### config.mk
export PLATFORM = sky130hd
export DESIGN_NAME = mem_arbiter
export DESIGN_NICKNAME = d
export VERILOG_FILES = /design/src/rtl/mem_arbiter.sv
export SDC_FILE = /design/constraint.sdc
export NUM_CORES = 1
export LEC_CHECK = 0
export CAP_MARGIN = 20
export CORE_MARGIN = 2
export CORE_UTILIZATION = 28
export DETAILED_ROUTE_END_ITERATION = 8
export PLACE_DENSITY = 0.56
export RECOVER_POWER = 25
export SLEW_MARGIN = 10
export SYNTH_ARGS = -nofsm -noshare
export SYNTH_HDL_FRONTEND = slang
export SYNTH_SLANG_ARGS = --single-unit
### constraint.sdc
create_clock -name CLK -period 2.2 [get_ports CLK]
set_input_delay 0.44 -clock CLK [delete_from_list [all_inputs] [get_ports CLK]]
set_output_delay 0.44 -clock CLK [all_outputs]
set_load 0.05 [all_outputs]
### src/rtl/mem_arbiter.sv
// Round-robin arbiter/sequencer that lets two requesters share one 16x32
// single-port memory: one command cycle on the memory pins, then a read response.
module mem_arbiter #(
    parameter int DATA_WIDTH = 32,
    parameter int ADDR_WIDTH = 4
) (
    input  logic                  CLK,
    input  logic                  RST_N,
    input  logic                  a_req,
    input  logic                  a_we,
    input  logic [ADDR_WIDTH-1:0] a_addr,
    input  logic [DATA_WIDTH-1:0] a_wdata,
    input  logic                  b_req,
    input  logic                  b_we,
    input  logic [ADDR_WIDTH-1:0] b_addr,
    input  logic [DATA_WIDTH-1:0] b_wdata,
    output logic                  a_gnt,
    output logic                  b_gnt,
    output logic [DATA_WIDTH-1:0] a_rdata,
    output logic [DATA_WIDTH-1:0] b_rdata,
    output logic                  a_rvalid,
    output logic                  b_rvalid,
    output logic [DATA_WIDTH-1:0] mem_data_in,
    output logic [ADDR_WIDTH-1:0] mem_address,
    output logic                  mem_en,
    input  logic [DATA_WIDTH-1:0] mem_data_out,
    input  logic                  mem_valid_out,
    output logic                  busy,
    output logic                  err
);

    typedef enum logic [1:0] {
        IDLE = 2'd0,
        EXEC = 2'd1,
        RESP = 2'd2
    } state_t;

    state_t                  state;
    state_t                  state_nxt;
    logic                    prio;       // 0: A wins a tie, 1: B wins a tie
    logic                    cmd_we;
    logic                    cmd_owner;  // 0: A, 1: B
    logic [ADDR_WIDTH-1:0]   cmd_addr;
    logic [DATA_WIDTH-1:0]   cmd_wdata;

    // NOTE: sequential state uses non-blocking (<=) so every register samples pre-edge values.
    always_ff @(posedge CLK or negedge RST_N) begin
        if (!RST_N) state <= IDLE;
        else        state <= state_nxt;
    end

    // NOTE: every output of this block gets a default first, so no path can infer a latch.
    always_comb begin
        state_nxt = state;
        a_gnt     = 1'b0;
        b_gnt     = 1'b0;
        mem_en    = 1'b0;
        busy      = (state != IDLE);
        unique case (state)
            IDLE: begin
                // Gated by RST_N so no grant escapes while reset is held.
                if (RST_N) begin
                    a_gnt = a_req && (!b_req || !prio);
                    b_gnt = b_req && (!a_req ||  prio);
                    if (a_req || b_req) state_nxt = EXEC;
                end
            end
            EXEC: begin
                mem_en    = cmd_we;
                state_nxt = cmd_we ? IDLE : RESP;
            end
            RESP:    state_nxt = IDLE;
            default: state_nxt = IDLE;
        endcase
    end

    always_ff @(posedge CLK or negedge RST_N) begin
        if (!RST_N) begin
            prio      <= 1'b0;
            cmd_we    <= 1'b0;
            cmd_owner <= 1'b0;
            cmd_addr  <= '0;
            cmd_wdata <= '0;
            a_rdata   <= '0;
            b_rdata   <= '0;
            a_rvalid  <= 1'b0;
            b_rvalid  <= 1'b0;
            err       <= 1'b0;
        end else begin
            a_rvalid <= 1'b0;
            b_rvalid <= 1'b0;
            if (a_gnt || b_gnt) begin
                cmd_we    <= b_gnt ? b_we    : a_we;
                cmd_addr  <= b_gnt ? b_addr  : a_addr;
                cmd_wdata <= b_gnt ? b_wdata : a_wdata;
                cmd_owner <= b_gnt;
                prio      <= ~b_gnt;
            end
            if (state == RESP) begin
                if (cmd_owner) begin
                    b_rdata  <= mem_data_out;
                    b_rvalid <= 1'b1;
                end else begin
                    a_rdata  <= mem_data_out;
                    a_rvalid <= 1'b1;
                end
                if (!mem_valid_out) err <= 1'b1;
            end
        end
    end

    assign mem_address = cmd_addr;
    assign mem_data_in = cmd_wdata;

endmodule

# Word level (Yosys, flattened, before mapping)

Index checks and enable logic that the tools add are counted.

Eq/ne operators: 4
Mux-type cells: 16
Bitwise operators: 3
Reduce and logical (&&, ||, !) cells: 15

Operators with widths:

| kind                                          | number |
|---|---|
| two-way mux 32 bit                            | 1 |
| two-way mux 1 bit                             | 10 |
| AND reduction 2 bit                           | 4 |
| two-way mux 2 bit                             | 3 |
| logical OR 1 bit                              | 4 |
| two-way mux 4 bit                             | 1 |
| inequality test 2 bit, second input constant  | 2 |
| case mux 2 bit (2 select lines)               | 1 |
| logical NOT 1 bit                             | 3 |
| inverter 1 bit                                | 3 |
| == test 2 x 1 -> 1 bit, second input constant | 1 |
| == test 2 bit, second input constant          | 1 |
| logical AND 1 bit                             | 2 |
| logical NOT 2 bit                             | 1 |
| nonzero test 2 bit                            | 1 |

Flip-flop bits (word level): 108
Input port bits: 111
Output and inout port bits: 107
Logic and storage cells: 49

# Longest topological paths before layout

Gate-level depths: netlist (run 1).

Word-level depth: 6
Mapped depth: 6
Depth with buffers taken out: 4

# Least setup slack after synthesis (run 1)

Ideal clock, no wire load.

Path type: input to output
Start: input port RST_N
End: output port a_gnt
Arrival time: 1.897 ns
Data required time: 1.760 ns
Slack: -0.137 ns
Cell stages on the path: 5
Path buffers: 2
Path through: nor3b_2 -> buf_2 -> buf_2 -> nand2_1 -> a21oi_1

Word-level cells in the longest chain between the ends: 2

RTL lines:

| what               | RTL line | source |
|---|---|---|
| start: declaration | 8        | `input logic RST_N,` |
| two-way mux 1 bit  | 62       | `if (RST_N) begin` |
| two-way mux 1 bit  | 59       | `unique case (state)` |
| end: declaration   | 17       | `output logic a_gnt,` |

Every way passes these cells.

# Worst setup path in the final report (run 1)

Start: register state[0]
End: output port b_gnt

Word-level cells in the longest chain between the ends: 2

RTL lines:

| what                     | RTL line | source |
|---|---|---|
| start: declaration       | 38       | `state_t state;` |
| start signal: assignment | 49       | `else state <= state_nxt;` |
| logical NOT 2 bit        | 59       |  |
| two-way mux 1 bit        | 59       |  |
| end: declaration         | 18       | `output logic b_gnt,` |

Every way passes these cells.

==> results of run 1 <==
[layout by cell type, fill, tap and decap left out, types with 2 or more instances in the layout]
| master | Yosys | final |
|---|---|---|
| clkdlybuf4s50_1 | 0 | 212 |
| dfrtp_1 | 108 | 107 |
| mux2_2 | 64 | 64 |
| a21oi_1 | 39 | 38 |
| nand4_1 | 37 | 37 |
| a31oi_1 | 37 | 37 |
| o31ai_1 | 28 | 28 |
| buf_4 | 0 | 15 |
| o31ai_2 | 9 | 9 |
| clkbuf_16 | 0 | 9 |
| buf_12 | 0 | 4 |
| inv_1 | 3 | 3 |
| or2_2 | 2 | 2 |
| nand2_1 | 2 | 2 |
| nand2b_1 | 2 | 2 |
| nor2_1 | 1 | 2 |
| bufinv_16 | 0 | 2 |
| clkinv_2 | 0 | 2 |
| clkbuf_1 | 19 | 2 |
[registers in the layout (all words and copies together), names as in the netlist]
signal and cells:
prio 1, cmd_owner 1, mem_address 4, a_rdata 32
b_rdata 32, err 1, cmd_we 1, b_rvalid 1
mem_data_in 32, state 2, a_rvalid 1
[layer usage]
metal  vias to the layer above  GRT usage [%]  part of all wire (%)
met5                         -              0                 0.088
met1                      1998          20.61                    43
met2                       176          26.70                    47
li1                       1872              -                     -
met4                         2          6.433                   1.7
met3                        15          4.497                   8.1
[critical path: stages, from the launching register on]
cell     delay, ps
dfrtp_2        450
or3b_2         520
nor3_4         180
buf_12         170
[area by class of cell]
| class | instances | area [um^2] |
|---|---|---|
| Timing Repair Buffer | 234 | 2327 |
| Tap cell | 220 | 275.3 |
| Inverter | 3 | 11.26 |
| Clock buffer | 10 | 239.0 |
| Fill cell | 1518 | 9099 |
| Multi-Input combinational cell | 231 | 1842 |
| Clock inverter | 6 | 86.33 |
| Sequential cell | 108 | 2704 |
[through the flow]
step	hold WS (ps)	power, mW
floorplan	144.4	7.052
global placement	462.2	9.236
detailed placement	467.2	9.307
CTS	212.5	11.11
global route	338.7	11.45
finish	273.3	10.97
[report_power, final]
| group | total [mW] | switching [mW] | internal [mW] | leakage (nW) |
|---|---|---|---|---|
| logic | 6.00 | 3.87 | 2.13 | 1.50 |
| clock network | 1.76 | 0.728 | 1.03 | 0.159 |
| registers | 3.21 | 0.426 | 2.79 | 1.25 |
| total | 11.0 | 5.02 | 5.95 | 2.91 |
[worst max path at each step]
| stage | startpoint | endpoint | cells after the start |
|---|---|---|---|
| final | state[0]$_DFFE_PN0P_ | b_gnt | 3 |
| after global routing | state[0]$_DFFE_PN0P_ | b_gnt | 3 |
| after CTS | state[0]$_DFFE_PN0P_ | b_gnt | 3 |
| after detailed placement | b_req | mem_address[2]$_DFFE_PN0P_ | 6 |
| after global placement | b_req | mem_address[2]$_DFFE_PN0P_ | 6 |
| after floorplan | state[0]$_DFFE_PN0P_ | b_gnt | 3 |
[kinds of logic after synthesis]
family	synth area share (%)
buffers and inverters	4.517
DFF	57.05
AOI/OAI and AO/OA	16.14
and+or+nand+nor	7.079
muxes	15.21
[what timing repair did]
item                                   CTS  global route
gates resized for setup                  2             0
setup endpoints to repair                1             2
hold buffers                             0             0
gates cloned                             0             0
pin swaps                                0             2
setup buffers                            0             1
endpoints found under the hold margin    0             0
==> impl_metrics.toml, run 1 <==
[floorplan]
num_rows = 47
ios = 218
core_area_um2 = 16580
die-area_um2 = 17970
start_util_pct = 28.56
die_w_um = 134.1
die_h_um = 134.1

[layout]
final_util_pct = 45.13
fin_nets = 698
drive_gt1_share_pct = 19.76
area_delta_synth_final_pct = 58.00
antenna_cells = 0
final_area_um2 = 7485
instances_no_fill = 812

[synth]
async_flop_share_pct = 100.0
synth.area.top_cells = "dfrtp_1, mux2_2, a31oi_1"
netlist_area_um2 = 4737
netlist_instances = 384
synth.distinct_cells = 26
ys_seq_elements = 108
synth_edf_count = 0
synth.most_common_cell = "dfrtp_1"
synth_common_cells = "dfrtp_1, mux2_2, a21oi_1, a31oi_1, nand4_1"
avgSynthCellArea_um2 = 12.34
syn_nets = 495
synth_top_area_share_pct = 57.05
synth_flop_cell = "dfrtp_1"
yosysSeqAreaShare_pct = 57.05
yosysWarnings = 0
yosysTopAreaCell = "dfrtp_1"

[placement]
dp_cells = 795
dpl_cell_area_um2 = 7157
hpwl_um = 10250
io_buffers = 217
post-place-ws_ps = 131.1
place.gp.congestion = 0.8221

[clocking]
cts-htree-levels = 3
cts_tree = "done"
clk_pin_slew_ps = 70
clock-root-buffer = "clkbuf_16"
cts.sinks = 108
insertion_delay_ps = 340
clockBufferDepth = 2
numCtsBuffers = 9

[job]
maxCapViolCount = 0

[worst_setup_path]
r2r_cells = 4
end_kind = "primary output"
r2r-start = "state[1]$_DFFE_PN0P_"
critPathKind = "reg -> out"
path_max_fanout = 7
worstPathRequired_ps = 1760
r2r_setup_slack_ps = 280
critPathLaunchType = "register"
r2r_end = "b_rdata[24]$_DFFE_PN0P_"
cp.arrival_ps = 1670

[sta]
worst_pin_slew_ps = 946.9
post-route-period-util_pct = 95.83
relSlewSlack_pct = 36.88
setup_slack_ps = 91.74
fmax_mhz = 474.3
finalHoldViolCount = 0
post-route-min-period_ps = 2108
skew_ps = 3.989
fin_setup_tns_ps = 0
setup_viol = 0
drv_slew = 0
rsz0062_at_grt = "false"

[run_status]
status = "finished, final reports clean"

[power]
ir_drop_uv = 789.5
leakagePower_nw = 2.909
power_density_nw_per_um2 = 1466

[drt]
drc = 0
avgRoutedWirePerCell_um = 18.11
drtIter0Drc = 156
drtPass1Iterations = 5
wirelength_um = 14700
via_per_inst = 5.004
antenna_left = 0
vias = 4063

[grt]
antenna_found_initial = 1
grt_max_degree = 65
grt_pass1_wl_um = 23040
grt_pass1_vias = 4305
grtUsageTotal_pct = 16.33
overflow = 0

[min_path]
min_path_type = "in -> async"
Note: power is estimated with default switching activity, not from simulation.
==> inputs of run 2 (changes only) <==
--- a/config.mk
+++ b/config.mk
@@ -11,6 +11,7 @@
 export DETAILED_ROUTE_END_ITERATION = 8
 export PLACE_DENSITY = 0.56
 export RECOVER_POWER = 25
+export SETUP_SLACK_MARGIN = 0.5
 export SLEW_MARGIN = 10
 export SYNTH_ARGS = -nofsm -noshare
 export SYNTH_HDL_FRONTEND = slang
==> run 2 against run 1 <==
The run now ends with max-capacitance violations, max-slew violations left. Via count rose by 2.5%. Combinational power shrank 6.3%. Die area unchanged. Global-route usage increased by 0.19 points. Final area rose by 1.2%. Cell count is 1.6% higher. Flip-flop and latch count unchanged. Sequential power hardly changed. Critical path type unchanged.
==> impl_metrics.toml, run 2 (same netlist as run 1, synthesis figures left out) <==
[run_status]
status = "finished with violations"
violations = "max-capacitance violations, max-slew violations"

[sta]
post-route-min-period_ps = 1996
skew_ps = 6.996
setup_viol = 0
finalHoldViolCount = 0
drv_slew = 72
rsz0062_at_grt = "true"
relSlewSlack_pct = -6.971
fmax_mhz = 501.0
fin_setup_tns_ps = 0
post-route-period-util_pct = 90.72
worst_pin_slew_ps = 1605

[drt]
drtIter0Drc = 133
via_per_inst = 5.046
antenna_left = 0
wirelength_um = 14890
drc = 0
avgRoutedWirePerCell_um = 18.05
drtPass1Iterations = 4
vias = 4163

[worst_setup_path]
slowest_stage = "dfrtp_2"
end_kind = "primary output"
worstPathRequired_ps = 1760
r2r_end = "b_rdata[0]$_DFFE_PN0P_"
path_max_fanout = 3
path_common_cell = "buf_4"
cp.arrival_ps = 1560
cpPeakStageDelay_ps = 410
crit_chain = "clkbuf_1 > buf_4 > buf_4 > or2_4 > buf_8"
r2r_setup_slack_ps = 360
critPathKind = "reg -> out"
r2r_cells = 6
critPathLaunchType = "register"
r2r-start = "state[1]$_DFFE_PN0P_"

[grt]
grtUsageTotal_pct = 16.52
overflow = 0
grt_pass1_wl_um = 23250
grt_pass1_vias = 4267
grt_max_degree = 72
antenna_found_initial = 0

[power]
power_density_nw_per_um2 = 1380
ir_drop_uv = 743.2
leakagePower_nw = 3.067

[clocking]
cts_tree = "done"
ctsHoldBuffers = 0
insertion_delay_ps = 340
cts.sinks = 108
cts-htree-levels = 3
numCtsBuffers = 9
clk_pin_slew_ps = 70
clock-root-buffer = "clkbuf_16"
clockBufferDepth = 2

[floorplan]
die_h_um = 134.1
core_area_um2 = 16580
die-area_um2 = 17970
ios = 218
die_w_um = 134.1
num_rows = 47
start_util_pct = 28.56

[job]
maxCapViolCount = 1

[layout]
fin_nets = 710
final_common_cell = "clkdlybuf4s50_1"
final_cell_mix = "clkdlybuf4s50_1, dfrtp_1, mux2_2"
num-fill-cells = 1566
drive_gt1_share_pct = 27.81
instances_no_fill = 825
area_delta_synth_final_pct = 59.93

[placement]
hpwl_um = 10340
place.gp.congestion = 0.7912
dp_cells = 799
io_buffers = 217

[min_path]
min_path_type = "in -> async"
run 2: cell count changes in the layout (fill, tap and decap cells not counted), moves of 3 or more:
cell             change
o31ai_1              -8
clkbuf_2            +25
dlygate4sd2_1       +19
buf_6                +4
clkdlybuf4s15_1     +57
clkdlybuf4s50_1    -103
buf_8                +3
o31ai_2              +4
o31ai_4              +4
run 2: critical path, delay by kind of cell, from the launching register on:
kind	cells	cell delay, ps
and+or+nand+nor	1	230
buffers and inverters	4	570
DFF	1	410
run 2: metal layers:
metal	share of wire (%)	vias to the layer above	GRT usage (%)
met3	8.9	23	4.686
met5	0	-	0
li1	-	1904	-
met4	2.3	0	6.842
met2	47	227	26.15
met1	42	2009	21.33
run 2: per-stage QoR:
step | utilization, % | area, um^2 | hold slack (ps) | setup WS [ps] | power (mW)
final | 45.68 | 7576 | 447.0 | 204.1 | 10.46
after global routing | 45.67 | 7574 | 477.5 | 114.6 | 10.96
after floorplan | - | 4770 | 144.4 | 342.2 | 7.067
after CTS | 45.26 | 7506 | 193.6 | 121.8 | 10.49
after detailed placement | 43.50 | 7213 | 457.3 | 173.4 | 9.315
after global placement | 43.50 | 7213 | 456.3 | 211.9 | 9.261
run 2: timing repair:
item                       CTS  global route
pin swaps                    4             4
cloned                       0             1
setup buffers                4             4
resized for setup          151            95
setup endpoints to repair  144           112
run 2: worst max path at each step:
stage	start	end	slack, ps	depth (start not counted)
after floorplan	state[0]$_DFFE_PN0P_	b_gnt	340	3
after global placement	b_req	mem_data_in[25]$_DFFE_PN0P_	210	5
after detailed placement	b_req	mem_data_in[25]$_DFFE_PN0P_	170	5
after CTS	state[1]$_DFFE_PN0P_	b_gnt	120	3
after global routing	state[1]$_DFFE_PN0P_	a_gnt	110	5
final	state[1]$_DFFE_PN0P_	busy	200	5
run 2: report_power, final:
part	switching, mW	internal, mW
clock	0.744	0.889
combinational	3.90	1.72
sequential	0.421	2.79
run 2: area by class of cell:
type | instances | area (um^2) | share of cell area [%]
Antenna cell | 1 | 2.502 | 0.03303
Clock buffer | 9 | 225.2 | 2.973
Clock inverter | 7 | 73.82 | 0.9744
Inverter | 3 | 11.26 | 0.1486
Multi-Input combinational cell | 231 | 1934 | 25.53
Sequential cell | 108 | 2705 | 35.71
Tap cell | 220 | 275.3 | 3.633
Timing Repair Buffer | 246 | 2349 | 31.00
==> inputs of run 3 (changes only) <==
--- a/config.mk
+++ b/config.mk
@@ -12,7 +12,9 @@
 export PLACE_DENSITY = 0.56
 export RECOVER_POWER = 25
 export SETUP_SLACK_MARGIN = 0.5
+export SKIP_LAST_GASP = 1
 export SLEW_MARGIN = 10
 export SYNTH_ARGS = -nofsm -noshare
 export SYNTH_HDL_FRONTEND = slang
 export SYNTH_SLANG_ARGS = --single-unit
+export TNS_END_PERCENT = 20
==> run 3 against run 2 <==
The run still ends with max-capacitance violations, max-slew violations left. Die area stayed put. Via count is 1.1% lower. Setup slack better by 14 ps. Clock power hardly changed. Total power is 3.1% higher. Sequential power hardly changed. Flip-flop and latch count stayed put. Clock skew is 0.74 ps lower. Critical path depth stayed put. Final area is 0.81% higher. Global-route usage is 0.097 points lower. Largest power group unchanged.
==> impl_metrics.toml, run 3 (same netlist as run 1, synthesis figures left out) <==
[sta]
rsz0062_at_grt = "true"
worst_pin_slew_ps = 1608
finalHoldViolCount = 0
setup_viol = 0
fin_setup_tns_ps = 0
fmax_mhz = 504.6
skew_ps = 6.254
post-route-min-period_ps = 1982
drv_slew = 72
relSlewSlack_pct = -7.200
post-route-period-util_pct = 90.07
hold_slack_ps = 447.8

[worst_setup_path]
path_max_fanout = 4
end_kind = "primary output"
cp.depth = 5
critPathLaunchType = "register"
cp_top_family = "buffers and inverters"
crit_end = "mem_en"
slowest_stage = "dfrtp_2"
worstPathRequired_ps = 1760
r2r_setup_slack_ps = 450
r2r-start = "state[0]$_DFFE_PN0P_"
cpPeakStageDelay_ps = 360
critPathKind = "reg -> out"
r2r_end = "b_rdata[1]$_DFFE_PN0P_"
cp.arrival_ps = 1540
r2r_cells = 5
crit_chain = "clkbuf_1 > clkbuf_1 > buf_4 > and3b_1 > buf_4"
path_buf_inv = 4
cp-startpoint = "state[0]$_DFFE_PN0P_"

[floorplan]
start_util_pct = 28.56
ios = 218
die_h_um = 134.1
num_rows = 47
core_area_um2 = 16580
die_w_um = 134.1
die-area_um2 = 17970

[clocking]
cts.sinks = 108
insertion_delay_ps = 340
cts-htree-levels = 3
clock-root-buffer = "clkbuf_16"
cts_tree = "done"
numCtsBuffers = 9
clockBufferDepth = 2
clk_pin_slew_ps = 70
ctsHoldBuffers = 0

[job]
maxCapViolCount = 1

[layout]
area_delta_synth_final_pct = 61.23
fin_nets = 709
final_util_pct = 46.05
final_cell_mix = "clkdlybuf4s50_1, dfrtp_1, mux2_2"
drive_gt1_share_pct = 21.89
final_common_cell = "clkdlybuf4s50_1"

[grt]
antenna_found_initial = 0
overflow = 0
grt_pass1_vias = 4257
grt_max_degree = 72
grt_pass1_wl_um = 23110
grtUsageTotal_pct = 16.42

[drt]
via_per_inst = 4.998
wirelength_um = 14650
drtPass1Iterations = 4
avgRoutedWirePerCell_um = 17.78
antenna_left = 0
vias = 4118
drtIter0Drc = 143
drc = 0

[placement]
io_buffers = 217
hpwl_um = 10340
place.gp.congestion = 0.7912

[min_path]
min_path_type = "in -> async"

[power]
ir_drop_uv = 973.9
power_density_nw_per_um2 = 1411
leakagePower_nw = 3.213

[run_status]
violations = "max-capacitance violations, max-slew violations"
status = "finished with violations"
[run 3: layout make-up]
cell class	instances	area [um^2]
fillers	1535	8946
flip-flops and latches	108	2705
repair buffers	245	2487
multi-input cells	231	1857
well taps	220	275.3
clock buffers	9	225.2
clock inverters	7	73.82
inverters	3	11.26
diodes	1	2.502
[run 3: how the worst min path moves through the flow]
stage | from | endpoint | slack [ps] | depth (start not counted)
finish | RST_N | state[0]$_DFFE_PN0P_ | 450 | 2
global placement | cmd_we$_DFFE_PN0P_ | state[1]$_DFFE_PN0P_ | 460 | 1
global route | cmd_we$_DFFE_PN0P_ | state[1]$_DFFE_PN0P_ | 480 | 1
floorplan | RST_N | a_rdata[0]$_DFFE_PN0P_ | 140 | 0
detailed placement | cmd_we$_DFFE_PN0P_ | state[1]$_DFFE_PN0P_ | 460 | 1
CTS | RST_N | cmd_owner$_DFFE_PN0P_ | 190 | 2
[run 3: report_power, final]
part | internal [mW] | switching (mW)
combinational | 2.07 | 3.87
sequential | 2.79 | 0.419
clock | 0.889 | 0.743
total | 5.74 | 5.03
[run 3: per-layer routing]
| layer | GRT usage (%) | up-vias | routed length (um) |
|---|---|---|---|
| met5 | 0 | - | 0 |
| met4 | 6.901 | 0 | 300 |
| met3 | 4.724 | 19 | 1312 |
| met2 | 25.95 | 191 | 6794 |
| met1 | 21.16 | 2010 | 6239 |
| li1 | - | 1898 | - |
[run 3: timing repair]
item,in CTS,in global routing
endpoints found under the setup margin,144,135
buffers inserted,4,4
pin swaps,2,4
hold endpoints to repair,0,0
gates resized for setup,59,29
[run 3: per-stage QoR]
stage | power (mW) | instance area [um^2] | setup slack (ps) | std cells
2_1_floorplan | 7.067 | 4770 | 342.2 | 384
3_3_place_gp | 9.261 | 7213 | 211.9 | 799
3_5_place_dp | 9.315 | 7213 | 173.4 | 799
4_1_cts | 10.93 | 7550 | 121.8 | 819
5_1_grt | 11.28 | 7635 | 126.3 | 823
6_report | 10.78 | 7637 | 218.4 | 824
